==> src/rtl/io_pad_pkg.sv <==
// Shared types and constants for input-direction pad tiles.
package io_pad_pkg;

    // Debounce FSM: two stable levels plus one pending state toward each level.
    typedef enum logic [1:0] {
        StStableLo = 2'd0,
        StPendHi   = 2'd1,
        StStableHi = 2'd2,
        StPendLo   = 2'd3
    } io_pad_state_e;

    localparam int unsigned IO_SYNC_STAGES_DEF = 2;
    localparam int unsigned IO_DEBOUNCE_DEF    = 4;

    // Encoding of the held event type.
    localparam logic EVT_FALL = 1'b0;
    localparam logic EVT_RISE = 1'b1;

endpackage

==> src/rtl/io_pad_sync.sv <==
// Multi-flop synchronizer for an asynchronous pad level; no logic between stages.
module io_pad_sync #(
    parameter int unsigned SYNC_STAGES = 2,
    parameter logic        RESET_VALUE = 1'b0
) (
    input  logic clk_i,
    input  logic rst_i,
    input  logic d_i,
    output logic q_o
);

    logic [SYNC_STAGES-1:0] sync_q;

    // Shift the raw level through the flop chain; index 0 samples the pad.
    always_ff @(posedge clk_i or posedge rst_i) begin
        if (rst_i) begin
            sync_q <= {SYNC_STAGES{RESET_VALUE}};
        end else begin
            sync_q <= {sync_q[SYNC_STAGES-2:0], d_i};
        end
    end

    assign q_o = sync_q[SYNC_STAGES-1];

endmodule

==> src/rtl/logical_tile_io_input_pad_conditioner.sv <==
// Input pad conditioner: synchronize, debounce, emit edge pulses and hold a sticky edge event.
module logical_tile_io_input_pad_conditioner
    import io_pad_pkg::*;
#(
    parameter int unsigned SYNC_STAGES     = IO_SYNC_STAGES_DEF,
    parameter int unsigned DEBOUNCE_CYCLES = IO_DEBOUNCE_DEF,
    parameter logic        RESET_VALUE     = 1'b0
) (
    input  logic clk,
    input  logic reset,
    input  logic gfpga_pad_GPIN_PAD,
    input  logic cfg_bypass,
    output logic iopad_inpad,
    output logic iopad_rise,
    output logic iopad_fall,
    output logic evt_valid,
    output logic evt_edge,
    output logic evt_overrun,
    input  logic evt_ack
);

    localparam int unsigned CntW = $clog2(DEBOUNCE_CYCLES + 1);
    localparam logic [CntW-1:0] CntTerm = CntW'(DEBOUNCE_CYCLES);
    localparam io_pad_state_e StReset = RESET_VALUE ? StStableHi : StStableLo;

    logic s;

    io_pad_sync #(
        .SYNC_STAGES(SYNC_STAGES),
        .RESET_VALUE(RESET_VALUE)
    ) u_sync (
        .clk_i(clk),
        .rst_i(reset),
        .d_i  (gfpga_pad_GPIN_PAD),
        .q_o  (s)
    );

    io_pad_state_e   state_q, state_d;
    logic [CntW-1:0] cnt_q, cnt_d, cnt_inc;
    logic            inpad_q, inpad_d;
    logic            rise_q, rise_d, fall_q, fall_d;
    logic            valid_q, valid_d, edge_q, edge_d, ovr_q, ovr_d;
    logic            fast_commit;

    assign cnt_inc     = cnt_q + CntW'(1);
    assign fast_commit = (DEBOUNCE_CYCLES == 1) || cfg_bypass;

    // Debounce next-state: a level is committed only after CntTerm consecutive new samples.
    always_comb begin
        state_d = state_q;
        cnt_d   = cnt_q;
        inpad_d = inpad_q;
        rise_d  = 1'b0;
        fall_d  = 1'b0;
        unique case (state_q)
            StStableLo: begin
                if (s) begin
                    if (fast_commit) begin
                        state_d = StStableHi;
                        inpad_d = 1'b1;
                        rise_d  = 1'b1;
                    end else begin
                        state_d = StPendHi;
                        cnt_d   = CntW'(1);
                    end
                end
            end
            StPendHi: begin
                if (!s) begin
                    state_d = StStableLo;
                    cnt_d   = '0;
                end else if (cnt_inc == CntTerm || cfg_bypass) begin
                    state_d = StStableHi;
                    cnt_d   = '0;
                    inpad_d = 1'b1;
                    rise_d  = 1'b1;
                end else begin
                    cnt_d = cnt_inc;
                end
            end
            StStableHi: begin
                if (!s) begin
                    if (fast_commit) begin
                        state_d = StStableLo;
                        inpad_d = 1'b0;
                        fall_d  = 1'b1;
                    end else begin
                        state_d = StPendLo;
                        cnt_d   = CntW'(1);
                    end
                end
            end
            StPendLo: begin
                if (s) begin
                    state_d = StStableHi;
                    cnt_d   = '0;
                end else if (cnt_inc == CntTerm || cfg_bypass) begin
                    state_d = StStableLo;
                    cnt_d   = '0;
                    inpad_d = 1'b0;
                    fall_d  = 1'b1;
                end else begin
                    cnt_d = cnt_inc;
                end
            end
            default: begin
                state_d = StReset;
                cnt_d   = '0;
            end
        endcase
    end

    // Sticky event register; the edge being committed this cycle is what gets captured.
    always_comb begin
        valid_d = valid_q;
        edge_d  = edge_q;
        ovr_d   = ovr_q;
        if (rise_d || fall_d) begin
            if (!valid_q || evt_ack) begin
                valid_d = 1'b1;
                edge_d  = rise_d ? EVT_RISE : EVT_FALL;
            end else begin
                ovr_d = 1'b1;
            end
        end else if (valid_q && evt_ack) begin
            valid_d = 1'b0;
            ovr_d   = 1'b0;
        end
    end

    // State and output registers; reset discards any pending change.
    always_ff @(posedge clk or posedge reset) begin
        if (reset) begin
            state_q <= StReset;
            cnt_q   <= '0;
            inpad_q <= RESET_VALUE;
            rise_q  <= 1'b0;
            fall_q  <= 1'b0;
            valid_q <= 1'b0;
            edge_q  <= 1'b0;
            ovr_q   <= 1'b0;
        end else begin
            state_q <= state_d;
            cnt_q   <= cnt_d;
            inpad_q <= inpad_d;
            rise_q  <= rise_d;
            fall_q  <= fall_d;
            valid_q <= valid_d;
            edge_q  <= edge_d;
            ovr_q   <= ovr_d;
        end
    end

    assign iopad_inpad = inpad_q;
    assign iopad_rise  = rise_q;
    assign iopad_fall  = fall_q;
    assign evt_valid   = valid_q;
    assign evt_edge    = edge_q;
    assign evt_overrun = ovr_q;

endmodule

==> config.mk <==
export PLATFORM = sky130hd
export DESIGN_NAME = logical_tile_io_input_pad_conditioner
export DESIGN_NICKNAME = d
export VERILOG_FILES = /design/src/rtl/io_pad_pkg.sv /design/src/rtl/io_pad_sync.sv /design/src/rtl/logical_tile_io_input_pad_conditioner.sv
export SDC_FILE = /design/constraint.sdc
export NUM_CORES = 1
export LEC_CHECK = 0
export CORE_AREA = 2 2 39 41
export CTS_BUF_LIST = sky130_fd_sc_hd__clkbuf_8
export DETAILED_ROUTE_END_ITERATION = 7
export DIE_AREA = 0 0 41 43
export HOLD_SLACK_MARGIN = 0.05
export PLACE_DENSITY = 0.75
export SETUP_SLACK_MARGIN = 0.02
export SYNTH_ARGS = -nofsm -noshare
export SYNTH_HDL_FRONTEND = slang
export SYNTH_SLANG_ARGS = --single-unit
==> constraint.sdc <==
create_clock -name clk -period 4.52 [get_ports clk]
set_clock_uncertainty 0.15 [all_clocks]
set_input_delay 0.904 -clock clk [delete_from_list [all_inputs] [get_ports clk]]
set_output_delay 0.904 -clock clk [all_outputs]
set_load 0.03 [all_outputs]
**Word level (Yosys, flattened, before mapping)**

Cells that the tools add are included.
W data, S select, Z words.

- Output and inout port bits: 6
- Bits in registers: 13
- Word-level logic and storage cells: 78

- Muxes and demuxes: 39
- Reduce and logical (&&, ||, !) cells: 13
- Equality and inequality tests: 16
- Add/subtract/negate cells: 1

Operators with widths:

| operator | count |
|---|---|
| $mux W1 | 20 |
| $mux W3 | 6 |
| $mux W2 | 8 |
| $ne A2 B2 Y1 const B | 7 |
| $pmux W3 S4 | 1 |
| $pmux W2 S4 | 1 |
| $reduce_and A2 Y1 | 4 |
| $reduce_and A8 Y1 | 1 |
| $ne A2 B1 Y1 const B | 3 |
| $eq A2 B2 Y1 const B | 2 |
| $pmux W1 S2 | 2 |
| $pmux W1 S4 | 1 |
| $reduce_and A4 Y1 | 1 |
| $add A3 B1 Y3 const B | 1 |
| $eq A3 B3 Y1 const B | 1 |
| $logic_or A1 B1 Y1 | 3 |
| $ne A3 B2 Y1 const B | 1 |
| $ne A3 B3 Y1 const B | 1 |
| $eq A2 B1 Y1 const B | 1 |
| $logic_not A2 Y1 | 1 |
| $reduce_bool A2 Y1 | 1 |
| $logic_and A1 B1 Y1 | 1 |
| $logic_not A1 Y1 | 1 |

**Longest topological paths before layout**

- Word-level depth: 9
- Gate-level depth with buffers: 5
- Mapped depth without buffers: 5

**Cells and area by module**

A second synthesis with hierarchy kept.

- Cell total of the unflattened synthesis: 51
- Area total of the unflattened synthesis: 560.5 sq um

By module, submodules not included:

| module | cells an instance | instances | area an instance (sq um) |
|---|---|---|---|
| logical_tile_io_input_pad_conditioner | 48 | 1 | 506.7 |
| io_pad_sync | 3 | 1 | 53.8 |

**Least setup slack after synthesis**

Ideal clock, no wire load.

- Path type: input-to-reg
- Start point: input cfg_bypass
- End point: register rise_q (netlist: iopad_rise)
- Arrival time: 1.414 ns
- Slack: 2.838 ns
- Stages on the path: 3
- Cells stage by stage: a31o_2 -> and2_4 -> and2b_1

- Word-level cells in the longest chain between the ends: 4
- Elaborated cells between the ends (all ways): 6

Ends and longest elaborated chain:

| element | line | text |
|---|---|---|
| start, declared | logical_tile_io_input_pad_conditioner.sv:12 | `input logic cfg_bypass,` |
| $logic_or A1 B1 Y1 | logical_tile_io_input_pad_conditioner.sv:72 | `end else if (cnt_inc == CntTerm \|\| cfg_bypass) begin` |
| $mux W1 | logical_tile_io_input_pad_conditioner.sv:72 |  |
| $mux W1 | logical_tile_io_input_pad_conditioner.sv:69 | `if (!s) begin` |
| $pmux W1 S2 * | logical_tile_io_input_pad_conditioner.sv:55 | `unique case (state_q)` |
| net rise_d | logical_tile_io_input_pad_conditioner.sv:41 | `logic rise_q, rise_d, fall_q, fall_d;` |
| end signal, assigned | logical_tile_io_input_pad_conditioner.sv:146 | `rise_q <= rise_d;` |
| end, declared | logical_tile_io_input_pad_conditioner.sv:41 |  |

The timed path passes the listed nets; every way through them passes the cells marked *.
A chain may end at the register's enable or synchronous reset.

**Worst setup path after layout**

- Start point: register inpad_q (netlist: iopad_inpad)
- End point: output iopad_inpad

RTL lines:

| element | line | text |
|---|---|---|
| start, declared | logical_tile_io_input_pad_conditioner.sv:40 | `logic inpad_q, inpad_d;` |
| start signal, assigned | logical_tile_io_input_pad_conditioner.sv:145 | `inpad_q <= inpad_d;` |
| end, declared | logical_tile_io_input_pad_conditioner.sv:13 | `output logic iopad_inpad,` |

No word-level cell between the ends.

==> results by group <==
Status
  – Status: finished, final reports clean

Die
  – Core area: 1380 um2
  – Num rows: 14
  – Initial cell density of the core: 40.6%
  – Die area: 1760 um2
  – Die Y-Extent: 43 um
  – Num ports: 11
  – DIE WIDTH: 41 um

Detailed routing
  – Routed length per instance: 12.1 um
  – DRT antenna net count: 0
  – Initial DRC Count: 5
  – Final WL: 928 um
  – DRT Pass-1 Iters: 4
  – Via-per-instance ratio: 5.12
  – DRC errors left: 0
  – Via count: 394

GRT
  – Largest net degree at the start of global routing: 14
  – Initial antenna violation count: 0
  – Global Route Usage Sum: 13.0%
  – Vias in the first global route: 384
  – First-pass GRT wire length: 1.54 mm
  – Final global-route overflow total: 0

Yosys
  – Number of enable flip-flop cells after synthesis: 0
  – Post-synth top flop: dfrtp_1
  – Yosys top cell by area: dfrtp_1
  – Post-synth ARST share: 100%
  – Post-Syn Instances: 47
  – Area of the mapped netlist: 562 um2
  – Avg Cell Area, Syn: 12.0 um2
  – Top cell type's share of synthesized area: 57.9%
  – Syn_nets: 54
  – Unique masters post-synth: 23
  – Post-synthesis sequential area ratio: 57.9%
  – Yosys reg bits: 13
  – Syn. warnings: 0
  – Synth top area cells: dfrtp_1 58%, ha_1 4.5%, nand2_1 4.0%, a31oi_1 3.3%, xor2_2 2.9%

Timing
  – RSZ-0062 raised after global routing: no
  – Peak Freq: 425 MHz
  – Final Hold Slack: 0.197 ns
  – Min Tclk post-route: 2.35 ns
  – Slew @ Worst Pin: 0.460 ns
  – Setup TNS: 0 ns
  – Max-slew headroom: 69.3%
  – Final Cycle Share: 52.0%
  – Final Max Tran Viols: 0
  – Endpoints failing setup: 0
  – Final Hold Vio Count: 0

Clock tree
  – Root buf cell: clkbuf_8
  – CTS Buffer Depth: 2
  – Hold-fix buffers, CTS: 0
  – Num CTS Buffers: 3
  – # clock sinks: 13
  – Post-CTS Resized: 0
  – Register clock-pin slew on the reported worst setup and hold paths: 0.05 ns
  – TritonCTS clock tree: yes
  – CTS H-Tree Depth: 1
  – Later-pin clock latency in the skew report: 0.24 ns
  – Setup repair bufs after CTS: 0

Setup path
  – Slowest stage delay, CP: 0.68 ns
  – Cell breakdown of the critical path: clkdlybuf4s50_1
  – Worst r2r src: cnt_q[0]
  – Setup CP Type: flip-flop to output pin
  – Slowest stage cell, crit path: clkdlybuf4s50_1
  – WP data required: 3.47 ns
  – Top delay family on crit path: buffers and inverters
  – WP data arrival: 1.30 ns
  – Worst-path fanout max: 3
  – Worst R2R End: iopad_rise
  – Flop2flop setup slack: 2.82 ns
  – Critical Path End Type: output pin
  – Crit path launch type: flip-flop
  – Worst reg2reg path depth: 5
  – Buf/Inv on CP: 1

Power
  – Flop pwr share: 47.0%
  – Pwr Density: 415 nW/um2
  – Int Power: 0.000218 W
  – Clk pwr share: 32.4%
  – Maximum vdd drop: 0.000292 V
  – Sw Ratio: 27.6%
  – P_sw: 0.0000831 W
  – Leak: 0.333 nW
  – Combinational Power Share: 20.6%

Finish
  – Nets: 69
  – Area growth syn-to-layout: 29.4%
  – Fraction of layout cells with a size suffix above 1: 11.5%
  – ANT cells: 0

Flow run
  – Max Cap Viol: 0

Placement
  – HPWL Detailed: 685 um
  – # port buffers: 10
  – Routability Congestion: 0.760

Hold path
  – Hold Startpoint: u_sync.sync_q[0]
  – Min-Delay Path Class: flip-flop to flip-flop
  – Hold Path Depth: 0
  – Hold Path End: u_sync.sync_q[1]
==> cell usage after synthesis, drive strengths merged (2+ instances only) <==
| master | count |
|---|---|
| a21oi | 2 |
| a31oi | 3 |
| dfrtp | 13 |
| ha | 2 |
| nand2 | 6 |
| nand2b | 2 |
| nand3b | 2 |
| o21ai | 2 |
| xor2 | 2 |
==> cell usage in the layout, fill, tap and decap left out, types with 2 or more instances in the layout <==
master           synthesis  routed
a21oi_1                  2       2
dfrtp_1                 13      13
clkdlybuf4s50_1          0      10
nand3b_1                 2       2
inv_1                    1       2
nand2_1                  6       6
a31oi_1                  3       3
nand2b_1                 2       2
clkbuf_8                 0       3
o21ai_0                  2       2
ha_1                     2       2
==> cell type report <==
type,instances,area [um2]
Clock buffer,3,41.3
Clock inverter,1,3.75
Fill cell,134,657
Inverter,1,3.75
Multi-Input combinational cell,33,233
Sequential cell,13,325
Tap cell,16,20.0
Timing Repair Buffer,10,100
==> worst max path at each step <==
stage / start / end / slack (ns) / cells past startpoint
6_report: iopad_inpad / iopad_inpad / 2.17 / 1
5_1_grt: iopad_inpad / iopad_inpad / 2.13 / 1
3_5_place_dp: cfg_bypass / iopad_inpad / 2.35 / 4
2_1_floorplan: cfg_bypass / iopad_rise / 2.84 / 3
4_1_cts: iopad_inpad / iopad_inpad / 2.17 / 1
3_3_place_gp: cfg_bypass / state_q[1] / 2.36 / 4
==> cell families after synthesis <==
| logic type | Yosys count | share of synthesized area, % |
|---|---|---|
| DFF | 13 | 57.9 |
| xor gates and xnor gates | 2 | 4.46 |
| and+or+nand+nor | 16 | 15.8 |
| AOI/OAI and AO/OA | 12 | 14.9 |
| buffers and inverters | 1 | 0.668 |
| muxes | 1 | 1.78 |
| adders and majority gates | 2 | 4.45 |
==> per-layer routing <==
| metal | track usage [%] | up-vias | part of all wire [%] |
|---|---|---|---|
| met4 | 6.00 | 0 | 1.5 |
| met5 | 0 | - | 0 |
| met1 | 16.4 | 183 | 43 |
| met3 | 3.66 | 4 | 6.3 |
| li1 | - | 195 | - |
| met2 | 19.7 | 12 | 49 |
==> flip-flops by register name, summed over array words and instances (netlist names) <==
register / flops
cnt_q: 3
state_q: 2
evt_valid: 1
evt_overrun: 1
iopad_inpad: 1
evt_edge: 1
iopad_fall: 1
iopad_rise: 1
u_sync.sync_q: 2
==> stage by stage <==
step | util [%] | setup slack [ns] | total power [W] | cell area [um2] | cells
2_1_floorplan | - | 2.84 | 0.000181 | 562 | 47
3_3_place_gp | 49.3 | 2.36 | 0.000204 | 682 | 73
3_5_place_dp | 49.3 | 2.35 | 0.000206 | 682 | 73
4_1_cts | 52.5 | 2.17 | 0.000305 | 727 | 77
5_1_grt | 52.5 | 2.13 | 0.000316 | 727 | 77
6_report | 52.5 | 2.17 | 0.000301 | 727 | 77
==> power groups by stage <==
| stage | logic [W] | registers [W] | clock network (W) |
|---|---|---|---|
| 5_1_grt | 0.0000677 | 0.000144 | 0.000104 |
| 4_1_cts | 0.0000632 | 0.000142 | 0.0000999 |
| 3_3_place_gp | 0.0000608 | 0.000143 | 0 |
| 2_1_floorplan | 0.0000267 | 0.000155 | 0 |
| 3_5_place_dp | 0.0000625 | 0.000144 | 0 |
| 6_report | 0.0000622 | 0.000142 | 0.0000975 |
Power figures use the tool's default switching activity.
